### src/rtl/nes_joypad_port.sv
// NES $4016 joypad port: PS/2 gamepad byte in, CPU strobe/shift serial bit out.
// Optional JOYPAD_TURBO_EN gates A/B with a free-running turbo phase.
module nes_joypad_port #(
    parameter int unsigned TURBO_HALF_PERIOD = 1000000
) (
    input  logic       clk_i,
    input  logic       rst_n_i,
    input  logic [7:0] keys_data_i,
    input  logic       keys_valid_i,
    output logic       keys_ready_o,
    input  logic       strobe_we_i,
    input  logic       strobe_d_i,
    input  logic       rd_i,
    output logic       serial_o,
    output logic [3:0] read_count_o
);

    localparam int unsigned KEY_W = 8;
    localparam int unsigned CNT_W = 4;

    localparam logic [1:0] ST_STROBE = 2'd0;
    localparam logic [1:0] ST_SHIFT  = 2'd1;
    localparam logic [1:0] ST_DONE   = 2'd2;

    localparam logic [CNT_W-1:0] CNT_FULL = CNT_W'(8);

    if (TURBO_HALF_PERIOD == 0) begin : g_bad_period
        $error("TURBO_HALF_PERIOD must be at least 1");
    end

    logic [1:0]       state;
    logic [1:0]       state_nxt;
    logic [KEY_W-1:0] keys_r;
    logic [KEY_W-1:0] sr;
    logic [KEY_W-1:0] sr_nxt;
    logic [CNT_W-1:0] cnt_nxt;
    logic [KEY_W-1:0] snapshot;

`ifdef JOYPAD_TURBO_EN
    localparam int unsigned TW = (TURBO_HALF_PERIOD > 1) ? $clog2(TURBO_HALF_PERIOD) : 1;

    logic [TW-1:0] turbo_cnt;
    logic          turbo_phase;

    // Free-running half-period counter; phase flips on wrap.
    always_ff @(posedge clk_i or negedge rst_n_i) begin
        if (!rst_n_i) begin
            turbo_cnt   <= '0;
            turbo_phase <= 1'b0;
        end else if (turbo_cnt == TW'(TURBO_HALF_PERIOD - 1)) begin
            turbo_cnt   <= '0;
            turbo_phase <= ~turbo_phase;
        end else begin
            turbo_cnt <= turbo_cnt + TW'(1);
        end
    end

    assign snapshot = {keys_r[7:2], keys_r[1:0] & {2{turbo_phase}}};
`else
    assign snapshot = keys_r;
`endif

    // Key byte holding register; the receiver is always allowed to overwrite it.
    always_ff @(posedge clk_i or negedge rst_n_i) begin
        if (!rst_n_i) begin
            keys_r       <= '0;
            keys_ready_o <= 1'b0;
        end else begin
            keys_ready_o <= 1'b1;
            if (keys_valid_i && keys_ready_o) begin
                keys_r <= keys_data_i;
            end
        end
    end

    always_ff @(posedge clk_i or negedge rst_n_i) begin
        if (!rst_n_i) begin
            state        <= ST_DONE;
            sr           <= '1;
            read_count_o <= CNT_FULL;
        end else begin
            state        <= state_nxt;
            sr           <= sr_nxt;
            read_count_o <= cnt_nxt;
        end
    end

    // A strobe write always wins over a read in the same cycle.
    always_comb begin
        state_nxt = state;
        sr_nxt    = sr;
        cnt_nxt   = read_count_o;

        if (state == ST_STROBE) begin
            sr_nxt = snapshot;
        end

        if (strobe_we_i) begin
            if (strobe_d_i) begin
                state_nxt = ST_STROBE;
            end else if (state == ST_STROBE) begin
                state_nxt = ST_SHIFT;
                cnt_nxt   = '0;
            end
        end else if (rd_i && (state != ST_STROBE)) begin
            sr_nxt = {1'b1, sr[KEY_W-1:1]};
            if (read_count_o != CNT_FULL) begin
                cnt_nxt = read_count_o + CNT_W'(1);
            end
            if ((state == ST_SHIFT) && (read_count_o >= CNT_W'(7))) begin
                state_nxt = ST_DONE;
            end
        end

        if ((state != ST_STROBE) && (state != ST_SHIFT) && (state != ST_DONE)) begin
            state_nxt = ST_DONE;
        end
    end

    assign serial_o = (state == ST_STROBE) ? snapshot[0] : sr[0];

endmodule
### config.mk
export PLATFORM = sky130hd
export DESIGN_NAME = nes_joypad_port
export DESIGN_NICKNAME = d
export VERILOG_FILES = /design/src/rtl/nes_joypad_port.sv
export SDC_FILE = /design/constraint.sdc
export NUM_CORES = 1
export LEC_CHECK = 0
export CAP_MARGIN = 20
export CORE_ASPECT_RATIO = 1.2
export CORE_MARGIN = 1
export CORE_UTILIZATION = 50
export DETAILED_ROUTE_END_ITERATION = 12
export PLACE_DENSITY = 0.76
export SYNTH_ARGS = -nofsm -noshare
export SYNTH_HDL_FRONTEND = slang
export SYNTH_SLANG_ARGS = --single-unit
### constraint.sdc
create_clock -name clk_i -period 4.6 [get_ports clk_i]
set_input_delay 0.46 -clock clk_i [delete_from_list [all_inputs] [get_ports clk_i]]
set_output_delay 0.46 -clock clk_i [all_outputs]
set_load 0.005 [all_outputs]
# ---- Yosys cells after proc, flatten, opt, wreduce, memory -nomap -nowiden
# Cells that the tools add are included.
dict set report totals {
  out_inout_bits 6
  memories 0
  mem_bits_ro 0
  latchBits 0
  input_bits 14
  word_cells 42
  ff_bits 23
  mem_bits_rw 0
}
dict set report classes {
  order_cmp 1
  n_reduce_logical 13
  n_bitwise 0
  addsub 1
  mul 0
  shifts 0
  eq_ne 7
  n_mux 15
  div 0
}
# operator n
set op_table {}
lappend op_table {{8-bit 2-to-1 mux} 3}
lappend op_table {{4-bit 2-to-1 mux} 5}
lappend op_table {{2-bit 2-to-1 mux} 6}
lappend op_table {{2-bit nonzero test} 3}
lappend op_table {{3-bit nonzero test} 2}
lappend op_table {{1-bit logical AND} 5}
lappend op_table {{4-bit by 1-bit adder with 4-bit output, second input constant} 1}
lappend op_table {{4-bit by 3-bit >= comparator with 1-bit output, second input constant} 1}
lappend op_table {{2-bit by 1-bit inequality test with 1-bit output, second input constant} 2}
lappend op_table {{2-bit inequality test, second input constant} 2}
lappend op_table {{4-bit by 1-bit inequality test with 1-bit output, second input constant} 1}
lappend op_table {{4-bit inequality test, second input constant} 1}
lappend op_table {{4-bit AND reduction} 1}
lappend op_table {{3-bit AND reduction} 1}
lappend op_table {{2-bit by 1-bit equality test with 1-bit output, second input constant} 1}
lappend op_table {{2-bit zero test} 1}
lappend op_table {{1-bit 2-to-1 mux} 1}

# ---- Longest topological paths before layout
dict set report logic_depth {
  depth_word 6
  depth_mapped 6
  ltp_nobuf 5
}

# ---- Worst setup path before layout
# Ideal clock, no wire load.
dict set report synth_path {
  path_kind {reg2out}
  startpoint {register state[1]}
  endpoint {output port serial_o}
  stages_incl_launch_ff 5
  arrival_time_ps 1259
  required_ps 4140
  n_path_buf 1
  slack_ps 2881
  cell_sequence {dfstp_2 > inv_1 > ha_1 > buf_6 > mux2_4}
}
dict set report synth_between {
  elab_chain_cells 2
}
# element line_no
set synth_lines {}
lappend synth_lines {{start, declared} 31} ;# logic [1:0] state;
lappend synth_lines {{start signal, assigned} 82} ;# state <= state_nxt;
lappend synth_lines {{2-bit zero test} 120} ;# assign serial_o = (state == ST_STROBE) ? snapshot[0] : sr[0];
lappend synth_lines {{1-bit 2-to-1 mux} 120}
lappend synth_lines {{end, declared} 14} ;# output logic serial_o,
# No other way between the ends.

# ---- Worst setup path after layout
dict set report layout_path {
  startpoint {register state[0]}
  endpoint {output port serial_o}
}
# The elaborated chain is that of the path after synthesis.

==> metrics.yaml <==
cells_and_area:
  seqCellArea_sq_um: 588
  syn_to_final_growth_pct: 23.3
  nets: 134
  nFillCells: 178
  multi_input_area_sq_um: 505
  num_antenna_cells: 0
  drive_gt1_share_pct: 26.3
critical_path:
  crit_path_max_fanout: 12
  crit_cells: 4
  worstPathRequired_ns: 4.14
  crit_type: "flip-flop to output pin"
  arrival_ns: 2.19
  end_kind: "output pin"
  r2r_cells: 5
  path_cells: "inv_1 -> ha_1 -> mux2_4 -> clkdlybuf4s50_1"
  critPathBufInv: 2
  critPathTopFamily: "adder cells"
  cpPeakStageDelay_ns: 0.57
  cp_slowest_cell: "ha_1"
  startpoint_type: "flip-flop"
  regToRegSetupSlack_ns: 2.43
power_and_ir_drop:
  finalPower_w: 0.000467
  peakVddDrop_mv: 0.250
  powerDensity_nw_per_um2: 335
  leakage_nw: 0.617
synth:
  yosys_warnings: 0
  syn-num-nets: 111
  ys_seq_elements: 23
  ys_seq_area_share_pct: 52.0
  syn_inst: 92
  synth_cell_type_count: 28
  syn-cell-area_sq_um: 1130
  syn-mean-instance-area_sq_um: 12.3
hold_path:
  hold_class: "input pin to async pin"
sta:
  fin_skew_ns: 0.00765
  period_minus_slack_ns: 2.65
  finalHoldViolCount: 0
  rsz0062_at_grt: "false"
  worst_slew_margin_rel_pct: 57.1
  maxSlewViolCount: 0
  final.period_utilization_pct: 57.6
  fin_setup_tns_ns: 0
  max_freq_ghz: 0.377
  worst_pin_slew_ns: 0.643
  setup_viol: 0
floorplan:
  start_util_pct: 54.0
  dieArea_sq_um: 2460
  pin_count: 20
  die_w_microns: 45.4
  fp.dieH_microns: 54.1
  core-area_sq_um: 2090
  rows: 18
placement:
  gp_congestion: 0.710
  dp_hpwl_microns: 1350
  port_buffers: 19
routing:
  wl_per_cell_microns: 12.6
  dr_total_vias: 741
  firstDrtPassIters: 4
  drtAntennaViolNets: 0
  via_per_inst: 5.15
  drc_errors: 0
  wl_microns: 1820
  drtIter0Drc: 5
clocking:
  clk_pin_slew_ns: 0.12
  post_cts_buffers: 0
  cts_hold_buf: 0
  htree_levels: 1
  clock_path_buffers: 2
  cts_buffers: 3
  clock_tree.root_cell: "clkbuf_4"
  clk_latency_ns: 0.31
  cts_tree: "done"
  cts_resized: 0
  clock_sinks: 23
global_routing:
  grt_max_degree: 24
  overflow: 0
  grt_pass1_vias: 703
  grt_use_total_pct: 17.5
  grt_pass1_wl_microns: 3060
  antenna_found_initial: 0
run_status:
  status: "completed"
job:
  drv_cap: 0
[kinds of logic after synthesis]
| logic type | Yosys count | share of synthesized area (%) |
|---|---|---|
| AND/OR/NAND/NOR | 23 | 12.6 |
| multiplexers | 19 | 18.3 |
| AO/OA/AOI/OAI | 14 | 7.97 |
| flip-flops | 23 | 52.0 |
| buffers and inverters | 7 | 3.32 |
| adder cells (fa/ha/maj) | 5 | 5.53 |
| other | 1 | 0.332 |
[layout make-up]
cell class / instances / share of cell area [%]
tap: 30 / 2.69
sequential: 23 / 42.2
multi-input combinational: 62 / 36.2
timing repair buffer: 20 / 15.6
clock buffer: 3 / 1.61
clock inverter: 1 / 0.359
inverter: 5 / 1.35
[cells in the mapped netlist]
| cell type | instances | share of area (%) |
|---|---|---|
| o21a_1 | 1 | 0.66 |
| inv_1 | 5 | 1.7 |
| mux2_4 | 1 | 1.3 |
| ha_1 | 5 | 5.5 |
| nand2b_1 | 2 | 1.1 |
| nor3b_4 | 1 | 1.7 |
| o21ai_0 | 6 | 2.7 |
| mux2_2 | 9 | 9.0 |
| a21oi_1 | 2 | 0.88 |
| nand2_1 | 11 | 3.7 |
| mux2i_1 | 9 | 8.0 |
| a211o_2 | 1 | 0.88 |
| o21ai_2 | 1 | 0.77 |
| or3_1 | 1 | 0.55 |
| conb_1 | 1 | 0.33 |
| and4b_1 | 1 | 0.88 |
| nand3b_1 | 3 | 2.0 |
| dfstp_2 | 10 | 23 |
| nand4_1 | 1 | 0.55 |
| o22ai_1 | 1 | 0.55 |
| and2b_2 | 1 | 0.77 |
| and4bb_2 | 1 | 1.1 |
| o311a_1 | 1 | 0.88 |
| buf_6 | 1 | 1.0 |
| a21boi_0 | 1 | 0.66 |
| nor2_1 | 1 | 0.33 |
| dfrtp_1 | 13 | 29 |
| buf_4 | 1 | 0.66 |
[placed cells by master, fill, tap and decap left out, drive strengths merged, types with 2 or more instances in the layout]
cell            n
a21oi           2
dfstp          10
mux2i           9
mux2           10
inv             5
o21ai           7
dfrtp          13
clkdlybuf4s50  19
nand2          11
ha              5
clkbuf          3
nand3b          3
nand2b          2
[per-layer routing]
layer,up-vias,GRT usage [%],wire (microns)
li1,366,-,-
met5,-,0,0
met3,2,3.02,62
met4,0,9.09,12
met2,16,26.9,828
met1,357,23.3,915
[registers in the layout, summed over array words and instances (netlist names)]
name,flops
keys_r,8
read_count_o,4
sr,8
state,2
keys_ready_o,1
[final timing paths]
| kind | startpoint | endpoint |
|---|---|---|
| worst max-delay path | state[0] | serial_o |
| worst min-delay path | rst_n_i | read_count_o[0] |
| worst max register to register | state[1] | read_count_o[2] |
| worst min register to register | sr[7] | sr[6] |
| max in group asynchronous | rst_n_i | read_count_o[3] |
| min in group clk_i | sr[7] | sr[6] |
[power by group]
group	internal, W	switching [W]
sequential	0.000249	0.0000224
combinational	0.0000631	0.0000417
clock	0.0000324	0.0000584
[through the flow]
stage                     util [%]  worst slack, ns  hold slack, ns  instance area [sq um]  std cells
after floorplan                  -             2.88           0.164                   1130         92
after global placement        64.0             2.35           0.466                   1340        139
after detailed placement      64.0             2.30           0.473                   1340        139
after CTS                     65.3             1.94           0.496                   1370        143
after global routing          66.6             1.84           0.344                   1400        144
final                         66.6             1.95           0.364                   1400        144
Power figures use the tool's default switching activity.
